<file path="src/rtl/dmem_arb_pkg.sv">
// Shared types and constants for the data-memory arbiter.
package dmem_arb_pkg;

    typedef enum logic [1:0] {
        NONE = 2'd0,
        CORE = 2'd1,
        DBG  = 2'd2
    } owner_e;

    localparam int unsigned HOLD_W   = 4;
    localparam int unsigned NUM_REQ  = 2;
    localparam int unsigned REQ_CORE = 0;
    localparam int unsigned REQ_DBG  = 1;

    // Requester index (0 = core, 1 = debug) to owner encoding.
    function automatic owner_e idx_to_owner(input logic idx);
        return idx ? DBG : CORE;
    endfunction

endpackage

</file>
<file path="src/rtl/arb_grant_fsm.sv">
// Round-robin grant logic with bounded hold: tracks owner, tie-break priority
// and the count of consecutive grants to the current owner.
module arb_grant_fsm
    import dmem_arb_pkg::*;
#(
    parameter int unsigned MAX_HOLD = 4
) (
    input  logic               clk,
    input  logic               reset,
    input  logic [NUM_REQ-1:0] req_i,
    output logic [NUM_REQ-1:0] gnt_c
);

    localparam logic [HOLD_W-1:0] HOLD_MAX = HOLD_W'(MAX_HOLD);

    owner_e            owner_q, owner_d;
    logic              prio_q,  prio_d;
    logic [HOLD_W-1:0] hold_q,  hold_d;

    logic owner_idx;
    logic holding;
    logic win_idx;

    always_ff @(posedge clk) begin
        if (reset) begin
            owner_q <= NONE;
            prio_q  <= 1'(REQ_CORE);
            hold_q  <= '0;
        end else begin
            owner_q <= owner_d;
            prio_q  <= prio_d;
            hold_q  <= hold_d;
        end
    end

    always_comb begin
        gnt_c     = '0;
        owner_d   = owner_q;
        prio_d    = prio_q;
        hold_d    = hold_q;
        owner_idx = (owner_q == DBG);
        holding   = (owner_q != NONE) && req_i[owner_idx] && (hold_q < HOLD_MAX);
        win_idx   = 1'b0;

        if (!reset) begin
            unique case (req_i)
                2'b01:   gnt_c[REQ_CORE] = 1'b1;
                2'b10:   gnt_c[REQ_DBG]  = 1'b1;
                2'b11: begin
                    if (holding) gnt_c[owner_idx] = 1'b1;
                    else         gnt_c[prio_q]    = 1'b1;
                end
                default: gnt_c = '0;
            endcase
        end

        win_idx = gnt_c[REQ_DBG];

        // A new owner restarts its run and hands the next tie to the other side.
        if (gnt_c == '0) begin
            owner_d = NONE;
            hold_d  = '0;
        end else if (idx_to_owner(win_idx) == owner_q) begin
            hold_d = (hold_q < HOLD_MAX) ? hold_q + HOLD_W'(1) : hold_q;
        end else begin
            owner_d = idx_to_owner(win_idx);
            hold_d  = HOLD_W'(1);
            prio_d  = ~win_idx;
        end
    end

endmodule

</file>
<file path="src/rtl/dmem_arbiter.sv">
// Shares one data-memory port between the core datapath and the debug/loader
// port; owns the address/data mux and the 1-cycle read-return register.
module dmem_arbiter
    import dmem_arb_pkg::*;
#(
    parameter int unsigned ADDR_W   = 16,
    parameter int unsigned DATA_W   = 16,
    parameter int unsigned MAX_HOLD = 4
) (
    input  logic              clk,
    input  logic              reset,
    input  logic              core_req,
    input  logic              core_we,
    input  logic [ADDR_W-1:0] core_addr,
    input  logic [DATA_W-1:0] core_wdata,
    output logic              core_gnt,
    output logic              core_stall,
    output logic              core_rvalid,
    input  logic              dbg_req,
    input  logic              dbg_we,
    input  logic [ADDR_W-1:0] dbg_addr,
    input  logic [DATA_W-1:0] dbg_wdata,
    output logic              dbg_gnt,
    output logic              dbg_rvalid,
    output logic [DATA_W-1:0] rdata,
    output logic [ADDR_W-1:0] mem_access_addr,
    output logic [DATA_W-1:0] mem_write_data,
    output logic              mem_write_en,
    output logic              mem_read,
    input  logic [DATA_W-1:0] mem_read_data
);

    logic [NUM_REQ-1:0] req;
    logic [NUM_REQ-1:0] gnt;
    logic               sel_we;

    logic              core_rvalid_q;
    logic              dbg_rvalid_q;
    logic [DATA_W-1:0] rdata_q;

    assign req[REQ_CORE] = core_req;
    assign req[REQ_DBG]  = dbg_req;

    arb_grant_fsm #(
        .MAX_HOLD (MAX_HOLD)
    ) u_grant (
        .clk   (clk),
        .reset (reset),
        .req_i (req),
        .gnt_c (gnt)
    );

    assign core_gnt   = gnt[REQ_CORE];
    assign dbg_gnt    = gnt[REQ_DBG];
    assign core_stall = core_req & ~core_gnt;

    // Memory-side mux; idle cycles drive zeros with enables low.
    always_comb begin
        mem_access_addr = '0;
        mem_write_data  = '0;
        sel_we          = 1'b0;
        if (gnt[REQ_CORE]) begin
            mem_access_addr = core_addr;
            mem_write_data  = core_wdata;
            sel_we          = core_we;
        end else if (gnt[REQ_DBG]) begin
            mem_access_addr = dbg_addr;
            mem_write_data  = dbg_wdata;
            sel_we          = dbg_we;
        end
        mem_write_en = (|gnt) & sel_we;
        mem_read     = (|gnt) & ~sel_we;
    end

    always_ff @(posedge clk) begin
        if (reset) begin
            core_rvalid_q <= 1'b0;
            dbg_rvalid_q  <= 1'b0;
            rdata_q       <= '0;
        end else begin
            core_rvalid_q <= gnt[REQ_CORE] & ~core_we;
            dbg_rvalid_q  <= gnt[REQ_DBG]  & ~dbg_we;
            if (mem_read) begin
                rdata_q <= mem_read_data;
            end
        end
    end

    // An in-flight return is dropped in the very cycle reset is raised.
    assign core_rvalid = core_rvalid_q & ~reset;
    assign dbg_rvalid  = dbg_rvalid_q  & ~reset;
    assign rdata       = reset ? '0 : rdata_q;

endmodule

</file>
<file path="config.mk">
export PLATFORM = sky130hd
export DESIGN_NAME = dmem_arbiter
export DESIGN_NICKNAME = d
export VERILOG_FILES = /design/src/rtl/dmem_arb_pkg.sv /design/src/rtl/arb_grant_fsm.sv /design/src/rtl/dmem_arbiter.sv
export SDC_FILE = /design/constraint.sdc
export NUM_CORES = 1
export LEC_CHECK = 0
export ABC_AREA = 1
export CORE_UTILIZATION = 31
export DETAILED_ROUTE_END_ITERATION = 8
export PLACE_DENSITY_LB_ADDON = 0.3
export SLEW_MARGIN = 25
export SYNTH_ARGS = -nofsm -noshare
export SYNTH_HDL_FRONTEND = slang
export SYNTH_SLANG_ARGS = --single-unit
</file>
<file path="constraint.sdc">
create_clock -name clk -period 3.15 [get_ports clk]
set_clock_uncertainty 0.05 [all_clocks]
set_input_delay 0.945 -clock clk [delete_from_list [all_inputs] [get_ports clk]]
set_output_delay 0.945 -clock clk [all_outputs]
set_load 0.02 [all_outputs]
</file>
### After elaboration in Yosys (flattened, before gate mapping)

Index checks and enable logic that the tools add are counted.

| storage, ports and cells | value |
|---|---|
| register bits | 25 |
| input port bits | 86 |
| output and inout bits | 55 |
| word-level logic and storage cells | 64 |

| cells by class | value |
|---|---|
| add/sub/neg operators | 1 |
| $lt $le $gt $ge | 5 |
| eq/ne operators | 6 |
| mux-type cells | 20 |
| bitwise logic cells | 15 |
| reductions and logical operators | 10 |

Operators with widths:

| cell | count |
|---|---|
| two-way mux 16 bit | 5 |
| two-way mux 1 bit | 8 |
| NOT 1 bit | 8 |
| bitwise AND 1 bit | 7 |
| equality test 2 bit, second input constant | 3 |
| two-way mux 2 bit | 3 |
| adder 4 x 1 -> 4 bit, second input constant | 1 |
| logical AND 1 bit | 4 |
| less-than comparator 1 x 2 -> 1 bit, second input constant | 2 |
| less-than comparator 4 x 3 -> 1 bit, second input constant | 1 |
| one-hot mux 1 bit (2 select lines) | 2 |
| OR reduction 2 bit | 2 |
| OR reduction 3 bit | 1 |
| demux 1 bit (select 1 bit) | 2 |
| equality test 2 x 1 -> 1 bit, second input constant | 1 |
| equality test 2 bit | 1 |
| >= comparator 1 bit, second input constant | 2 |
| logical NOT 2 bit | 1 |
| != test 2 x 1 -> 1 bit, second input constant | 1 |
| AND reduction 2 bit | 1 |
| nonzero test 2 bit | 1 |

### Logic depth before layout (Yosys ltp)

Gate-level depths: netlist of the first run.

| logic depth | value |
|---|---|
| word-level depth | 12 |
| gate-level depth with buffers | 13 |
| gate-level depth less buffers | 12 |

### Modules after synthesis

From an unflattened synthesis of the first run, not the netlist that was laid out.

| second synthesis, totals | value |
|---|---|
| cell total of the unflattened synthesis | 318 |
| area, all modules | 1841.8 sq um |

Modules (own cells, without submodules):

| module | times used | cells an instance | area each (sq um) | seq. area each (sq um) |
|---|---|---|---|---|
| dmem_arbiter | 1 | 266 | 1471.4 | 360.3 |
| arb_grant_fsm | 1 | 52 | 370.4 | 140.1 |

### Worst setup path after synthesis of the first run

No wires, ideal clock.

| timing path | value |
|---|---|
| path kind | input port to output port |
| from | in dbg_req |
| to | out mem_access_addr[10] |
| arrival | 1979 ps |
| required time | 2155 ps |
| path slack | 176 ps |
| stages | 8 |
| buffers on the path | 1 |
| cell sequence | nand3_1 -> nand2_2 -> nand3_1 -> nand3_2 -> nand2_2 -> inv_2 -> buf_2 -> a22o_1 |

| on the way | value |
|---|---|
| longest elaborated chain between the ends | 9 |
| elaborated cells between the ends (all ways) | 13 |
| classes of those cells | eq/ne: 3; mux: 8; reduce/logical: 2 |

Ends and longest elaborated chain:

| what | RTL line | RTL |
|---|---|---|
| start: declaration | dmem_arbiter.sv:19 | `input logic dbg_req,` |
| two-way mux 1 bit (not written as such) (2 in series) | arb_grant_fsm.sv:42 | `holding = (owner_q != NONE) && req_i[owner_idx] && (hold_q < HOLD_MAX);` |
| logical AND 1 bit (2 in series) | arb_grant_fsm.sv:42 |  |
| two-way mux 2 bit | arb_grant_fsm.sv:50 | `if (holding) gnt_c[owner_idx] = 1'b1;` |
| one-hot mux 1 bit (2 select lines) * | arb_grant_fsm.sv:46 | `unique case (req_i)` |
| two-way mux 2 bit * | arb_grant_fsm.sv:45 | `if (!reset) begin` |
| net dbg_gnt | dmem_arbiter.sv:23 | `output logic dbg_gnt,` |
| two-way mux 16 bit * | dmem_arbiter.sv:66 | `end else if (gnt[REQ_DBG]) begin` |
| two-way mux 16 bit * | dmem_arbiter.sv:62 | `if (gnt[REQ_CORE]) begin` |
| end: declaration | dmem_arbiter.sv:26 | `output logic [ADDR_W-1:0] mem_access_addr,` |

The timed path passes the listed nets; every way through them passes the cells marked *. The select of a mux whose other input is x is not followed.

### Final worst setup path of the first run

| timing path | value |
|---|---|
| from | in reset |
| to | out mem_read |

| on the way | value |
|---|---|
| longest elaborated chain between the ends | 5 |
| elaborated cells between the ends (all ways) | 6 |
| classes of those cells | mux: 3; bitwise: 2; reduce/logical: 1 |

Ends and longest elaborated chain:

| what | RTL line | RTL |
|---|---|---|
| start: declaration | dmem_arbiter.sv:11 | `input logic reset,` |
| two-way mux 2 bit * | arb_grant_fsm.sv:45 |  |
| two-way mux 1 bit | dmem_arbiter.sv:66 |  |
| two-way mux 1 bit | dmem_arbiter.sv:62 |  |
| NOT 1 bit | dmem_arbiter.sv:72 | `mem_read = (\|gnt) & ~sel_we;` |
| bitwise AND 1 bit * | dmem_arbiter.sv:72 |  |
| end: declaration | dmem_arbiter.sv:29 | `output logic mem_read,` |

Mark *: on every way between the ends. The rest lies on a longest branch, timed or not.

==> summary.md, run 1 <==
| Metric | Value |
|---|---|
| DR vias | ~2000 |
| Slew Limit Fails | 0 |
| IO Port Bufs | 140 |
| Critical path class | input port to output pin |
| Fraction of registers with async set/reset | 0% |
| Cell internal pwr | between 600 and 700 uW |
| # IOs | 141 |
| Post-synth top cells | 32 x a22o_1, 30 x nand2_1, 28 x inv_1 |
| H-Tree Depth | 1 |
| Critical path peak fanout | 4 |
| Power per cell area | about 300 mW/mm^2 |
| Yosys top cell area share | around 32% |
| Worst Max-Slew Pin Slew | between 200 and 300 ps |
| Layout area overhead | 118% |
| Synth area leader | dfxtp_1 |
| Hold WS | 431 ps |
| RePlAce Congestion | slightly below 0.9 |
| Setup ws final | ~47 ps |
| FF+latch count, synth | 25 |
| Syn nets | between 200 and 300 |
| Instance count of the mapped netlist | 211 |
| RSZ-0062 raised after global routing | yes |
| Clock sinks | 25 |
| Wire length per cell | about 15 um |
| Startpoint Class | input port |
| Final Critical Period | ~3100 ps |
| First-pass GRT wire length | 9.52 mm |
| Post-synth EDFFs | 0 |
| Top-count cell post-synth | a22o_1 |
| Gate power share | between 40% and 50% |
| Total Routed Length | 6.59 mm |
| Routed vias/inst | 4.54 |
| Pleak | about 1.7 nW |
| Initial antenna violation count | 0 |
| Max Cap Violations | 0 |
| Outcome | complete, no violations |
| Ys flop type | dfxtp_1 |
| Final setup viols | 0 |
| Largest net degree at the start of global routing | 20 |
| Root buf cell | clkbuf_8 |
| Switching part of the total power | between 30% and 40% |
| CP Capture Type | output pin |
| Slew margin rel. | approximately four fifths |
| Sequential area share after synthesis | 32.5% |
| Worst-skew pair later-pin latency | 270 ps |
| Clock group share of total power | approximately a fifth |
| Die height | 72.5 um |
| First-pass DRT Iterations | 6 |
| Cell row count | 25 |
| Final global-route overflow total | 0 |
| Clock buffer depth | 2 |
| Final-report hold violation count | 0 |
| Worst hold path class | register to register |
| Place WS | -795 ps |
| Initial Util | roughly a third |
| Synthesized area per cell | between 7 and 8 um^2 |
| Max frequency | approximately 0.32 GHz |
| Die Wd | between 70 and 80 um |
| CORE AREA | 0.00475 mm^2 |
| Post-route ant nets | 0 |
| Overall Power | roughly 1 mW |
| Total GRT Usage | 23.5% |
| DRC violations left | 0 |
| Num CTS Buffers | 3 |
| Required time worst endpoint | ~2200 ps |
| Synth area leaders | dfxtp_1 32%, a22o_1 18%, nand2_1 7.3% |
| Tcrit/Tclk final | a little over nine tenths |
| Clock slew seen by the registers of the worst setup and hold paths | 90 ps |
| Worst EP arrival | around 2100 ps |
| Share of cells above drive strength 1 | between 20% and 30% |
| Netlist cell types | 22 |
| Total Nets Final | between 400 and 500 |
| Initial DRC Count | 53 |
| Synth warnings | 0 |
| Final HPWL DP | 4.79 mm |
| N_diodes | 0 |
| Sequential share of power | between 30% and 40% |
| Area of the die | between 0.005 and 0.006 mm^2 |
| VDD IR max | 0.000224 V |
| CTS tree | built |
| Mapped Area | between 0.0015 and 0.002 mm^2 |
| Vias in the first global route | approximately 1900 |
| Sw Pwr | 334 uW |
## cell usage in the layout, fill, tap and decap left out, types with 3 or more instances in the layout
cell,n
buf_4,29
a21oi_1,3
buf_12,3
buf_2,10
nand2_2,17
buf_6,27
a22o_1,32
clkdlybuf4s50_1,82
clkbuf_8,3
nand3_1,19
inv_1,28
nor2_2,3
nand3_2,3
inv_2,4
dfxtp_1,25
nor2_1,25
dlygate4sd2_1,20
nand2_1,27
## power by group through the flow
stage	registers [mW]	logic [mW]	clock network (mW)
after global placement	0.360	0.460	0
after global routing	0.357	0.511	0.212
after detailed placement	0.360	0.465	0
final	0.353	0.481	0.193
after floorplan	0.358	0.204	0
after CTS	0.353	0.462	0.196
## layer usage
| layer | share of wire, % | track usage, % | routed length, um |
|---|---|---|---|
| met5 | 0 | 0 | 0 |
| met1 | 37 | 25.7 | 2460 |
| met3 | 7.9 | 5.56 | 519 |
| met4 | 2.3 | 8.06 | 154 |
| met2 | 52 | 43.9 | 3450 |
## state kept, by name (all words and copies together) (netlist names)
register and count:
u_grant.owner_q 2, dbg_rvalid_q 1, rdata_q 16, u_grant.prio_q 1, u_grant.hold_q 4, core_rvalid_q 1
## area by class of cell
class                   count  area [um^2]
multi-input cells         140          863
well taps                  67         83.8
fillers                   390         1400
inverters                  34          135
repair buffers            176         1730
clock inverters             1         5.00
flip-flops and latches     25          500
clock buffers               3         41.3
## path summary, 6_finish.rpt
check / depth (start not counted) / start / slack, ps / to
min: 2 / u_grant.hold_q[3] / 430 / u_grant.hold_q[3]
min reg2reg: 2 / u_grant.hold_q[3] / 430 / u_grant.hold_q[3]
max reg2reg: 11 / u_grant.owner_q[1] / 1290 / rdata_q[9]
max: 9 / reset / 50 / mem_read
## what timing repair did
item | 4_1_cts | 5_1_grt
pin swaps | 11 | 8
resized for setup | 210 | 25
hold buffers | 0 | 0
buffers inserted | 2 | 0
setup endpoints to repair | 55 | 37
cloned | 2 | 1
## worst max-delay path, stage by stage
cell and delay, ps:
dlygate4sd2_1 270, nor2_2 210, buf_4 160, nor2_4 40
inv_2 110, nand3_4 110, nand2_4 70, inv_2 20
buf_2 150
## metrics by stage
stage | cells | instance area (um^2) | utilization [%] | setup TNS [ps]
2_1_floorplan | 211 | 1540 | - | 0
3_3_place_gp | 437 | 3210 | 67.6 | -30850
3_5_place_dp | 437 | 3210 | 67.6 | -32650
4_1_cts | 445 | 3260 | 68.6 | -118
5_1_grt | 446 | 3360 | 70.6 | -142
6_report | 446 | 3360 | 70.6 | 0
## cell families after synthesis
group                      synth area share [%]
and+or+nand+nor                            31.6
buffers and inverters                      13.8
AOI/OAI and AO/OA                          20.1
DFF                                        32.5
xor gates and xnor gates                  0.568
muxes                                     0.649
adders and majority gates                 0.812
Note: power is estimated with default switching activity, not from simulation.
==> inputs of run 2 (changes only) <==
GPL_ROUTABILITY_DRIVEN = 1   (was not set)
SKIP_CTS_REPAIR_TIMING = 1   (was not set)
==> summary.md, run 2 (same netlist as run 1, synthesis figures left out) <==
| Metric | Value |
|---|---|
| Area of the die | between 0.005 and 0.006 mm^2 |
| VDD IR max | about 0.00022 V |
| Pleak | approximately 1.9 nW |
| CORE AREA | between 0.004 and 0.005 mm^2 |
| Final-report hold violation count | 0 |
| Cell row count | 25 |
| R2r setup slk | ~1400 ps |
| RePlAce Congestion | 0.878 |
| Cell internal pwr | 676 uW |
| Layout area overhead | 111% |
| H-Tree Depth | 1 |
| Final HPWL DP | 4.79 mm |
| Final global-route overflow total | 0 |
| Crit-path most repeated cell | nand2_2 |
| Gate power share | 45.3% |
| Worst hold path class | register to register |
| Startpoint Class | input port |
| Critical-path top delay cell | a22o_1 |
| Largest net degree at the start of global routing | 23 |
| Routed vias/inst | about 4.5 |
| Fin area | about 0.0033 mm^2 |
| Critical Path Source | dbg_req |
| Worst r2r src | u_grant.owner_q[1] |
| Power per cell area | ~310 mW/mm^2 |
| Slew Limit Fails | 0 |
| Overall Power | about 1000 uW |
| Initial antenna violation count | 0 |
| FILL cells | a little over 400 |
| Max incr delay on CP | around 240 ps |
| CP Capture Type | output pin |
| Hold Path End | u_grant.hold_q[3] |
| Worst Max-Slew Pin Slew | ~280 ps |
| RSZ-0062 raised after global routing | yes |
| CP Depth | 11 |
| Total Routed Length | around 6.3 mm |
| Total GRT Usage | about 22% |
| Switching part of the total power | between 30% and 40% |
| Max frequency | around 0.32 GHz |
| CP bufs+invs | 4 |
| Hold depth | 2 |
| Num CTS Buffers | 3 |
| Worst EP arrival | 2110 ps |
| Final core utilization | 68.6% |
| Post-route ant nets | 0 |
| Clock slew seen by the registers of the worst setup and hold paths | about 80 ps |
| Largest register by flop count | rdata_q |
| Initial DRC Count | 35 |
| Most common cell after layout, fill and taps aside | clkdlybuf4s50_1 |
| Path depth of the worst reg2reg path | 11 |
| Max reg flops | 16 |
| Outcome | complete, no violations |
| Worst-skew pair later-pin latency | about 270 ps |
| Most frequent cells in the layout | 84 x clkdlybuf4s50_1, 32 x a22o_1, 28 x inv_1, 28 x buf_4, 27 x nand2_1 |
| Top Registers | rdata_q: 16 flops, u_grant.hold_q: 4 flops, u_grant.owner_q: 2 flops |
| First-pass DRT Iterations | 4 |
| Die Wd | a little over 70 um |
| # IOs | between 100 and 150 |
| Total Nets Final | 464 |
| Critical path peak fanout | 8 |
| Share of cells above drive strength 1 | around 28% |
| Tcrit/Tclk final | 98.5% |
| Critical path, cell by cell | buf_6 -> nand3_2 -> nand2_2 -> nand2_2 -> nand2_2 -> nand3_2 -> nand2_2 -> inv_4 -> clkbuf_16 -> a22o_1 -> buf_6 |
| DP Area | 0.00321 mm^2 |
| Critical path class | input port to output pin |
| Worst R2R End | rdata_q[9] |
| Root buf cell | clkbuf_8 |
| Wire length per cell | ~14 um |
| Hold path start | u_grant.hold_q[3] |
| CTS tree | built |
| DRC violations left | 0 |
| Clock buffer depth | 2 |
| Slew margin rel. | between 80% and 90% |
| Initial Util | between 30% and 40% |
| Sw Pwr | ~320 uW |
| Max Cap Violations | 0 |
| Clock group share of total power | 19.3% |
| Sequential share of power | a little over a third |
| Delay-heaviest family, CP | simple AND/OR/NAND/NOR gates |
| DR vias | between 1500 and 2000 |
| Final setup viols | 0 |
| Die height | 72.5 um |
| Required time worst endpoint | about 2200 ps |
| First-pass GRT wire length | roughly 9.1 mm |
| IO Port Bufs | 140 |
| Clock sinks | 25 |
| Vias in the first global route | roughly 1900 |
| Final Critical Period | roughly 3100 ps |
| N_diodes | 0 |
run 2: cell count changes in the layout (fill, tap and decap cells not counted), moves of 5 or more:
cell | previous run | this run
buf_6 | 27 | 11
buf_2 | 10 | 5
clkbuf_2 | 0 | 19
dlygate4sd2_1 | 20 | 0
dlymetal6s2s_1 | 0 | 22
run 2: worst min-delay path, stage by stage (launching register included):
cell and delay [ps]:
dfxtp_1 330, inv_1 70, nor2_1 40
run 2: through the flow:
stage	std cells	hold slack, ps	TNS [ps]	setup slack (ps)
2_1_floorplan	211	392	0	176
3_3_place_gp	437	398	-30850	-756
3_5_place_dp	437	413	-32650	-795
4_1_cts	441	426	-32880	-799
5_1_grt	443	462	-446	-41.8
6_report	443	431	0	47.5
run 2: power by group through the flow:
stage / registers, mW / logic, mW / clock network [mW]
after floorplan: 0.358 / 0.204 / 0
after global placement: 0.360 / 0.460 / 0
after detailed placement: 0.360 / 0.465 / 0
after CTS: 0.353 / 0.468 / 0.196
after global routing: 0.357 / 0.482 / 0.212
final: 0.353 / 0.452 / 0.193
run 2: layout make-up:
| cell class | count | area, um^2 | share of cell area [%] |
|---|---|---|---|
| Clock inverter | 1 | 5.00 | 0.154 |
| Timing Repair Buffer | 173 | 1660 | 50.8 |
| Inverter | 34 | 130 | 3.99 |
| Sequential cell | 25 | 500 | 15.4 |
| Clock buffer | 3 | 41.3 | 1.27 |
| Tap cell | 67 | 83.8 | 2.57 |
| Multi-Input combinational cell | 140 | 843 | 25.9 |
run 2: routing by layer:
metal | GRT usage [%] | wire (um) | vias to the layer above
met3 | 5.00 | 484 | 11
li1 | - | - | 1015
met4 | 7.41 | 126 | 0
met5 | 0 | 0 | -
met2 | 41.3 | 3290 | 74
met1 | 24.8 | 2440 | 889
run 2: worst max-delay path by stage:
stage / endpoint
floorplan: mem_access_addr[10]
global placement: mem_write_data[9]
detailed placement: mem_write_data[9]
CTS: mem_write_data[10]
global route: mem_access_addr[4]
finish: mem_access_addr[4]
